## src/rtl/video_pattern_gen_if.sv

```systemverilog
// ----------------------------------------------------------------------------
// video_pattern_gen_if : control/position inputs and video outputs of the
//                        note-box pattern generator.  Rev 1.0
// ----------------------------------------------------------------------------
`default_nettype none

interface video_pattern_gen_if;
  logic        Enable;
  logic [4:0]  NoteOn;
  logic [23:0] GreenPos;
  logic [23:0] RedPos;
  logic [23:0] YellowPos;
  logic [23:0] BluePos;
  logic [23:0] OrangePos;
  logic [23:0] NoteColour;
  logic [23:0] IdleColour;
  logic [23:0] BackColour;
  logic        HSync;
  logic        VSync;
  logic        VDE;
  logic [23:0] RGB;
  logic        FrameStart;
  logic [15:0] FrameCount;

  modport master (
    output Enable, NoteOn, GreenPos, RedPos, YellowPos, BluePos, OrangePos,
           NoteColour, IdleColour, BackColour,
    input  HSync, VSync, VDE, RGB, FrameStart, FrameCount
  );

  modport slave (
    input  Enable, NoteOn, GreenPos, RedPos, YellowPos, BluePos, OrangePos,
           NoteColour, IdleColour, BackColour,
    output HSync, VSync, VDE, RGB, FrameStart, FrameCount
  );
endinterface

`default_nettype wire

```

## src/rtl/video_pattern_gen.sv

```systemverilog
// ----------------------------------------------------------------------------
// video_pattern_gen : raster timing generator drawing five note boxes over a
//                     background colour.  Rev 1.0
// ----------------------------------------------------------------------------
`default_nettype none

module video_pattern_gen #(
  parameter int H_ACTIVE = 640,
  parameter int H_FP     = 16,
  parameter int H_SYNC   = 96,
  parameter int H_BP     = 48,
  parameter int V_ACTIVE = 480,
  parameter int V_FP     = 10,
  parameter int V_SYNC   = 2,
  parameter int V_BP     = 33,
  parameter int BOX      = 8
) (
  input  wire logic          CLK,
  input  wire logic          RST,
  video_pattern_gen_if.slave bus
);

  localparam logic [11:0] C_H_ACT   = 12'(H_ACTIVE);
  localparam logic [11:0] C_H_SYNC0 = 12'(H_ACTIVE + H_FP);
  localparam logic [11:0] C_H_SYNC1 = 12'(H_ACTIVE + H_FP + H_SYNC - 1);
  localparam logic [11:0] C_H_LAST  = 12'(H_ACTIVE + H_FP + H_SYNC + H_BP - 1);
  localparam logic [11:0] C_V_ACT   = 12'(V_ACTIVE);
  localparam logic [11:0] C_V_SYNC0 = 12'(V_ACTIVE + V_FP);
  localparam logic [11:0] C_V_SYNC1 = 12'(V_ACTIVE + V_FP + V_SYNC - 1);
  localparam logic [11:0] C_V_LAST  = 12'(V_ACTIVE + V_FP + V_SYNC + V_BP - 1);
  localparam logic [11:0] C_BOX_M1  = 12'(BOX - 1);

  logic [11:0]       h_cnt_q, h_cnt_d, v_cnt_q, v_cnt_d;
  logic [15:0]       frame_cnt_q, frame_cnt_d;
  logic [4:0]        note_on_q, note_on_d;
  logic [4:0][10:0]  pos_x_q, pos_x_d;
  logic [4:0][9:0]   pos_y_q, pos_y_d;
  logic [23:0]       note_col_q, note_col_d, idle_col_q, idle_col_d;
  logic [23:0]       back_col_q, back_col_d;
  logic              hsync_q, hsync_d, vsync_q, vsync_d, vde_q, vde_d;
  logic              fstart_q, fstart_d;
  logic [23:0]       rgb_q, rgb_d;
  logic [15:0]       fcount_q, fcount_d;

  logic              w_origin, w_line_end, w_frame_end, w_active, w_found;
  logic [4:0]        w_note_on;
  logic [4:0][23:0]  w_pos_in;
  logic [4:0][10:0]  w_pos_x;
  logic [4:0][9:0]   w_pos_y;
  logic [23:0]       w_note_col, w_idle_col, w_back_col, w_pix;
  logic [11:0]       w_x, w_y;
  logic              w_unused_pos_bits;

  assign w_pos_in = {bus.OrangePos, bus.BluePos, bus.YellowPos,
                     bus.RedPos, bus.GreenPos};

  assign w_unused_pos_bits = ^{bus.GreenPos[23:22], bus.GreenPos[11],
                               bus.RedPos[23:22], bus.RedPos[11],
                               bus.YellowPos[23:22], bus.YellowPos[11],
                               bus.BluePos[23:22], bus.BluePos[11],
                               bus.OrangePos[23:22], bus.OrangePos[11]};

  always_comb begin
    h_cnt_d     = h_cnt_q;
    v_cnt_d     = v_cnt_q;
    frame_cnt_d = frame_cnt_q;
    note_on_d   = note_on_q;
    pos_x_d     = pos_x_q;
    pos_y_d     = pos_y_q;
    note_col_d  = note_col_q;
    idle_col_d  = idle_col_q;
    back_col_d  = back_col_q;
    w_pix       = '0;
    w_found     = 1'b0;
    w_x         = '0;
    w_y         = '0;

    w_origin    = (h_cnt_q == 12'd0) && (v_cnt_q == 12'd0);
    w_line_end  = (h_cnt_q == C_H_LAST);
    w_frame_end = w_line_end && (v_cnt_q == C_V_LAST);
    w_active    = (h_cnt_q < C_H_ACT) && (v_cnt_q < C_V_ACT);

    if (!bus.Enable) begin
      h_cnt_d = '0;
      v_cnt_d = '0;
    end else if (w_line_end) begin
      h_cnt_d = '0;
      v_cnt_d = w_frame_end ? 12'd0 : v_cnt_q + 12'd1;
    end else begin
      h_cnt_d = h_cnt_q + 12'd1;
    end

    if (bus.Enable && w_frame_end)
      frame_cnt_d = frame_cnt_q + 16'd1;

    for (int f = 0; f < 5; f++) begin
      w_pos_x[f] = w_pos_in[f][10:0];
      w_pos_y[f] = w_pos_in[f][21:12];
    end

    // The first pixel of a frame is drawn from the values being latched on
    // that same edge, so the whole frame uses one consistent snapshot.
    if (bus.Enable && w_origin) begin
      note_on_d  = bus.NoteOn;
      pos_x_d    = w_pos_x;
      pos_y_d    = w_pos_y;
      note_col_d = bus.NoteColour;
      idle_col_d = bus.IdleColour;
      back_col_d = bus.BackColour;
    end else begin
      w_pos_x    = pos_x_q;
      w_pos_y    = pos_y_q;
    end
    w_note_on  = note_on_d;
    w_note_col = note_col_d;
    w_idle_col = idle_col_d;
    w_back_col = back_col_d;

    // Index 0 (green) is tested first, so it wins any overlap.
    w_pix = w_back_col;
    for (int f = 0; f < 5; f++) begin
      w_x = {1'b0, w_pos_x[f]};
      w_y = {2'b00, w_pos_y[f]};
      if (!w_found &&
          (h_cnt_q >= w_x) && (h_cnt_q <= w_x + C_BOX_M1) &&
          (v_cnt_q >= w_y) && (v_cnt_q <= w_y + C_BOX_M1)) begin
        w_found = 1'b1;
        w_pix   = w_note_on[f] ? w_note_col : w_idle_col;
      end
    end

    hsync_d  = bus.Enable && (h_cnt_q >= C_H_SYNC0) && (h_cnt_q <= C_H_SYNC1);
    vsync_d  = bus.Enable && (v_cnt_q >= C_V_SYNC0) && (v_cnt_q <= C_V_SYNC1);
    vde_d    = bus.Enable && w_active;
    fstart_d = bus.Enable && w_origin;
    rgb_d    = (bus.Enable && w_active) ? w_pix : 24'd0;
    // The frame counter updates while the counters sit at (0,0); this copy
    // delays it so it changes together with FrameStart.
    fcount_d = frame_cnt_q;
  end

  always_ff @(posedge CLK) begin
    if (!RST) begin
      h_cnt_q     <= '0;
      v_cnt_q     <= '0;
      frame_cnt_q <= '0;
      note_on_q   <= '0;
      pos_x_q     <= '0;
      pos_y_q     <= '0;
      note_col_q  <= '0;
      idle_col_q  <= '0;
      back_col_q  <= '0;
      hsync_q     <= 1'b0;
      vsync_q     <= 1'b0;
      vde_q       <= 1'b0;
      fstart_q    <= 1'b0;
      rgb_q       <= '0;
      fcount_q    <= '0;
    end else begin
      h_cnt_q     <= h_cnt_d;
      v_cnt_q     <= v_cnt_d;
      frame_cnt_q <= frame_cnt_d;
      note_on_q   <= note_on_d;
      pos_x_q     <= pos_x_d;
      pos_y_q     <= pos_y_d;
      note_col_q  <= note_col_d;
      idle_col_q  <= idle_col_d;
      back_col_q  <= back_col_d;
      hsync_q     <= hsync_d;
      vsync_q     <= vsync_d;
      vde_q       <= vde_d;
      fstart_q    <= fstart_d;
      rgb_q       <= rgb_d;
      fcount_q    <= fcount_d;
    end
  end

  assign bus.HSync      = hsync_q;
  assign bus.VSync      = vsync_q;
  assign bus.VDE        = vde_q;
  assign bus.RGB        = rgb_q;
  assign bus.FrameStart = fstart_q;
  assign bus.FrameCount = fcount_q;

endmodule

`default_nettype wire

```

## src/flat_wrapper.sv

```systemverilog
// flat-port wrapper written by rule: the top's interface ports become plain ports
module video_pattern_gen_flat 
#(
  parameter int H_ACTIVE = 640,
  parameter int H_FP     = 16,
  parameter int H_SYNC   = 96,
  parameter int H_BP     = 48,
  parameter int V_ACTIVE = 480,
  parameter int V_FP     = 10,
  parameter int V_SYNC   = 2,
  parameter int V_BP     = 33,
  parameter int BOX      = 8
)
  (CLK, RST, bus_Enable, bus_NoteOn, bus_GreenPos, bus_RedPos, bus_YellowPos, bus_BluePos, bus_OrangePos, bus_NoteColour, bus_IdleColour, bus_BackColour, bus_HSync, bus_VSync, bus_VDE, bus_RGB, bus_FrameStart, bus_FrameCount);
  video_pattern_gen_if bus_i ();
  input  wire logic CLK;
  input  wire logic RST;
  input wire logic [$bits(bus_i.Enable)-1:0] bus_Enable;
  input wire logic [$bits(bus_i.NoteOn)-1:0] bus_NoteOn;
  input wire logic [$bits(bus_i.GreenPos)-1:0] bus_GreenPos;
  input wire logic [$bits(bus_i.RedPos)-1:0] bus_RedPos;
  input wire logic [$bits(bus_i.YellowPos)-1:0] bus_YellowPos;
  input wire logic [$bits(bus_i.BluePos)-1:0] bus_BluePos;
  input wire logic [$bits(bus_i.OrangePos)-1:0] bus_OrangePos;
  input wire logic [$bits(bus_i.NoteColour)-1:0] bus_NoteColour;
  input wire logic [$bits(bus_i.IdleColour)-1:0] bus_IdleColour;
  input wire logic [$bits(bus_i.BackColour)-1:0] bus_BackColour;
  output wire logic [$bits(bus_i.HSync)-1:0] bus_HSync;
  output wire logic [$bits(bus_i.VSync)-1:0] bus_VSync;
  output wire logic [$bits(bus_i.VDE)-1:0] bus_VDE;
  output wire logic [$bits(bus_i.RGB)-1:0] bus_RGB;
  output wire logic [$bits(bus_i.FrameStart)-1:0] bus_FrameStart;
  output wire logic [$bits(bus_i.FrameCount)-1:0] bus_FrameCount;
  assign bus_i.Enable = bus_Enable;
  assign bus_i.NoteOn = bus_NoteOn;
  assign bus_i.GreenPos = bus_GreenPos;
  assign bus_i.RedPos = bus_RedPos;
  assign bus_i.YellowPos = bus_YellowPos;
  assign bus_i.BluePos = bus_BluePos;
  assign bus_i.OrangePos = bus_OrangePos;
  assign bus_i.NoteColour = bus_NoteColour;
  assign bus_i.IdleColour = bus_IdleColour;
  assign bus_i.BackColour = bus_BackColour;
  assign bus_HSync = bus_i.HSync;
  assign bus_VSync = bus_i.VSync;
  assign bus_VDE = bus_i.VDE;
  assign bus_RGB = bus_i.RGB;
  assign bus_FrameStart = bus_i.FrameStart;
  assign bus_FrameCount = bus_i.FrameCount;
  video_pattern_gen #(.H_ACTIVE(H_ACTIVE), .H_FP(H_FP), .H_SYNC(H_SYNC), .H_BP(H_BP), .V_ACTIVE(V_ACTIVE), .V_FP(V_FP), .V_SYNC(V_SYNC), .V_BP(V_BP), .BOX(BOX)) u_core (.CLK(CLK), .RST(RST), .bus(bus_i));
endmodule
```

## config.mk

```make
export PLATFORM = sky130hd
export DESIGN_NAME = video_pattern_gen_flat
export DESIGN_NICKNAME = d
export VERILOG_FILES = /design/src/rtl/video_pattern_gen_if.sv /design/src/rtl/video_pattern_gen.sv /design/src/flat_wrapper.sv
export SDC_FILE = /design/constraint.sdc
export NUM_CORES = 1
export LEC_CHECK = 0
export ABC_AREA = 1
export BUFFER_PORTS_ARGS = -buffer_cell sky130_fd_sc_hd__buf_4
export CAP_MARGIN = 20
export CORE_MARGIN = 2
export CORE_UTILIZATION = 39
export CTS_BUF_LIST = sky130_fd_sc_hd__clkbuf_4 sky130_fd_sc_hd__clkbuf_8
export CTS_CLUSTER_SIZE = 10
export DETAILED_ROUTE_END_ITERATION = 8
export GPL_TIMING_DRIVEN = 0
export PLACE_DENSITY_LB_ADDON = 0.1
export SLEW_MARGIN = 15
export SYNTH_ARGS = -nofsm -noshare
export SYNTH_HDL_FRONTEND = slang
export SYNTH_SLANG_ARGS = --single-unit
```

## constraint.sdc

```tcl
create_clock -name CLK -period 6.5 [get_ports CLK]
set_input_delay 0 -clock CLK [delete_from_list [all_inputs] [get_ports CLK]]
set_output_delay 0 -clock CLK [all_outputs]
set_load 0.005 [all_outputs]
```

==> metrics.md <==
| Metric | Value |
|---|---|
| Hold Crit Class | in -> reg |
| EDFF count, synth | 0 |
| Clk slew on worst S/H paths | 0.06 ns |
| Startpoint type of the worst setup path | register |
| Max Slew Vio Count | 0 |
| GRT Util Overall | 28.67% |
| Initial antenna violation count | 4 |
| Chip height | 228.4 um |
| Num Clock Sinks | 266 |
| Vias per std cell | 5.263 |
| Buffers on Ports | 228 |
| Slew headroom | 28.06% |
| Synth area leader | dfxtp_1 |
| Leak Pwr | 12.38 nW |
| Placement Rows | 82 |
| Flop-to-flop setup slack | 0.43 ns |
| Req. time, crit path | 7.03 ns |
| Ys Warns | 0 |
| Kind of critical path | reg -> reg |
| Core ar. | 49970 um^2 |
| Syn-to-layout area delta | 28.94% |
| Worst-Margin Slew | 1.076 ns |
| CTS tree | done |
| Most frequent cells after synthesis | 897 x nand2_1, 290 x nor2_1, 266 x dfxtp_1 |
| Vias post-DR | 21640 |
| GRT busiest layer | met2 |
| CTS Buf Count | 52 |
| CTS root buffer | clkbuf_8 |
| Max capacitance violation total | 0 |
| Post-route cell area | 25330 um^2 |
| Post-synth net total | 3359 |
| Hold EP | u_core.idle_col_q[19] |
| Ys flop type | dfxtp_1 |
| Pin count of the biggest net entering global routing | 17 |
| Worst R2R Start | u_core.v_cnt_q[1] |
| Syn avg cell area | 6.716 um^2 |
| Register area share after synthesis | 27.11% |
| Post-Syn Instances | 2925 |
| Crit Path Max Fanout | 13 |
| Hold Path Depth | 4 |
| GR Layer Usage met2 | 46.38% |
| Worst-Skew Late Latency | 0.68 ns |
| Count leader, synth | nand2_1 |
| Post-DP HPWL | 55810 um |
| Grt total ovfl | 0 |
| Mapped Area | 19640 um^2 |
| Synth Register Bits | 266 |
| Initial Util | 39.31% |
| Final wirelength | 76060 um |
| Top cell type's share of synthesized area | 27.11% |
| Top cells by area, synth | dfxtp_1 27%, nand2_1 17%, ha_1 15%, nor2_1 5.5%, o21ai_0 4.8% |
| CP Capture Type | register |
| Asr flop ratio synth | 0% |
| Crit path time final | 6.068 ns |
| Share of cells above drive strength 1 | 14.59% |
| Reg-to-Reg End | u_core.bus.RGB[3] |
| Placed cell areas | 22200 um^2 |
| Period utilisation layout | 93.36% |
| Die area | 52180 um^2 |
| Clk_skew | 0.04593 ns |
| Maximum clock path buffer count | 3 |
| First-pass GRT wire length | 116400 um |
| Layout Nets | 3834 |
| Routing usage on met1 | 39.13% |
| FMAX | 164.8 MHz |
| Drt first-iter violations | 1975 |
| Yosys cell types | 60 |
| WL/cell | 18.50 um |
| I/O pin count | 244 |
| Vias in the first global route | 20380 |
| Count of final setup violators | 0 |
| DRT Pass-1 Iters | 6 |
| ANT cells | 0 |
| DRC | 0 |
| CP arrival | 6.59 ns |
| Die width | 228.4 um |
| Hold path start | bus_IdleColour[19] |
| Grt met3 use | 3.605% |
| Status | completed |
| Final Hold Fails | 0 |
| Routability cong. | 0.9195 |
| Depth of the most critical reg-to-reg path | 27 |
| CTS H-tree lvls | 2 |
| DRT antenna net count | 0 |
| Pwr dens | 195.4 nW/um^2 |
| VDD IR max | 0.0001652 V |
| Setup_tns | 0 ns |
## how the worst max path moves through the flow
stage | start | endpoint | slack, ns | depth (start not counted)
final | u_core.v_cnt_q[1] | u_core.bus.RGB[3] | 0.43 | 27
after global routing | u_core.v_cnt_q[1] | u_core.bus.RGB[3] | -0.008 | 29
after CTS | u_core.h_cnt_q[0] | u_core.bus.RGB[21] | 0.06 | 28
after detailed placement | u_core.v_cnt_q[1] | u_core.bus.RGB[21] | -0.57 | 26
after global placement | u_core.v_cnt_q[1] | u_core.bus.RGB[21] | -0.50 | 26
after floorplan | u_core.v_cnt_q[0] | u_core.bus.RGB[22] | 1.96 | 32
## cell usage in the layout, fill, tap and decap left out, types with 5 or more instances in the layout
master         synthesis  routed
a211oi_1               8       8
a21o_1                 6       6
a21oi_1              175     175
a21oi_2                7       7
buf_2                 36      31
buf_4                 11     246
buf_6                 16      17
clkbuf_1              55      48
clkbuf_2               0       6
clkbuf_4               0      20
clkbuf_8               0      65
clkinv_2               1      11
dfxtp_1              266     249
dfxtp_2                0      17
dlygate4sd3_1          0     187
ha_1                 234     234
inv_1                227     224
inv_2                 14      15
mux2i_1               13      13
nand2_1              897     897
nand2_2                8       8
nand3_1              117     117
nand3b_1               5       5
nand4_1              128     128
nor2_1               290     290
nor3_1                35      35
nor3_2                 5       5
nor3b_1                9       9
nor4_1                 6       6
o21ai_0              189     188
o21ai_1                8       9
or2_2                 14      14
xnor2_1               17      17
xor2_1                66      66
## report_power, final
part	internal (W)	leakage, nW	switching [W]	total [W]
clock	0.00106	0.610	0.000806	0.00187
combinational	0.000505	9.59	0.000840	0.00135
sequential	0.00171	2.18	0.0000220	0.00174
## critical path, stage by stage (launching register included)
cell and delay [ns]:
dfxtp_2 0.44, inv_1 0.15, ha_1 0.21, nand2_1 0.09
nor3_1 0.23, nand3_2 0.25, clkinv_2 0.15, buf_6 0.23
buf_4 0.29, buf_2 0.39, buf_2 0.45, nand2_1 0.09
nand2_1 0.13, xor2_1 0.16, ha_1 0.26, nand2_1 0.07
inv_1 0.04, o21ai_0 0.14, nand2_1 0.07, nor2_1 0.11
nand2_1 0.06, o21ai_1 0.43, nand3_1 0.17, o2111ai_2 0.33
clkbuf_4 0.30, buf_2 0.26, nand3_1 0.11, a21oi_1 0.26
## timing repair
item / CTS / global route
hold buffers: 187 / 0
endpoints found under the hold margin: 229 / 0
gates resized for setup: 10 / 42
setup buffers: 0 / 6
pin swaps: 0 / 1
setup endpoints to repair: 24 / 24
## metrics by stage
step	total power, W	setup slack [ns]	hold WS, ns	std cells	util [%]
CTS	0.004977	0.05547	0.1266	4106	50.49
finish	0.004949	0.4319	0.1764	4112	50.69
floorplan	0.002567	1.957	0.1161	2925	-
global placement	0.002972	-0.4957	0.2737	3825	44.42
detailed placement	0.003001	-0.5658	0.2849	3825	44.43
global route	0.005232	-0.007596	0.1536	4112	50.69
## cell type report
class                           instances  area, um^2
Timing Repair Buffer                  421        3628
Sequential cell                       266        5346
Clock buffer                           79       999.7
Buffer                                125       721.9
Fill cell                            5020       24640
Multi-Input combinational cell       2290       12730
Tap cell                              672       840.8
Clock inverter                         15       137.6
Inverter                              244       924.6
## kinds of logic (layout without fill, tap and decap cells)
logic type,after synthesis,after routing,share of synthesized area (%)
AND/OR/NAND/NOR,1539,1539,33.85
AO/OA/AOI/OAI,420,420,11.54
buffers and inverters,369,884,8.166
flip-flops,266,266,27.11
adder cells (fa/ha/maj),234,234,14.90
XOR/XNOR,83,83,3.701
multiplexers,14,14,0.7324
## routing by layer
metal  wire length, um  up-vias
li1                  -    10620
met1             34480    10110
met2             33850      773
met3              5041      136
met4              2682        0
met5                 0        -
## state kept, by name, indices dropped and copies added, names as in the netlist, 5 cells and up
register	count
u_core.fcount_d	16
u_core.back_col_q	24
u_core.v_cnt_q	12
u_core.note_col_q	24
u_core.pos_x_q	55
u_core.note_on_q	5
u_core.h_cnt_q	12
u_core.bus.RGB	24
u_core.pos_y_q	50
u_core.idle_col_q	24
u_core.bus.FrameCount	16
(Power assumes the default switching activity.)
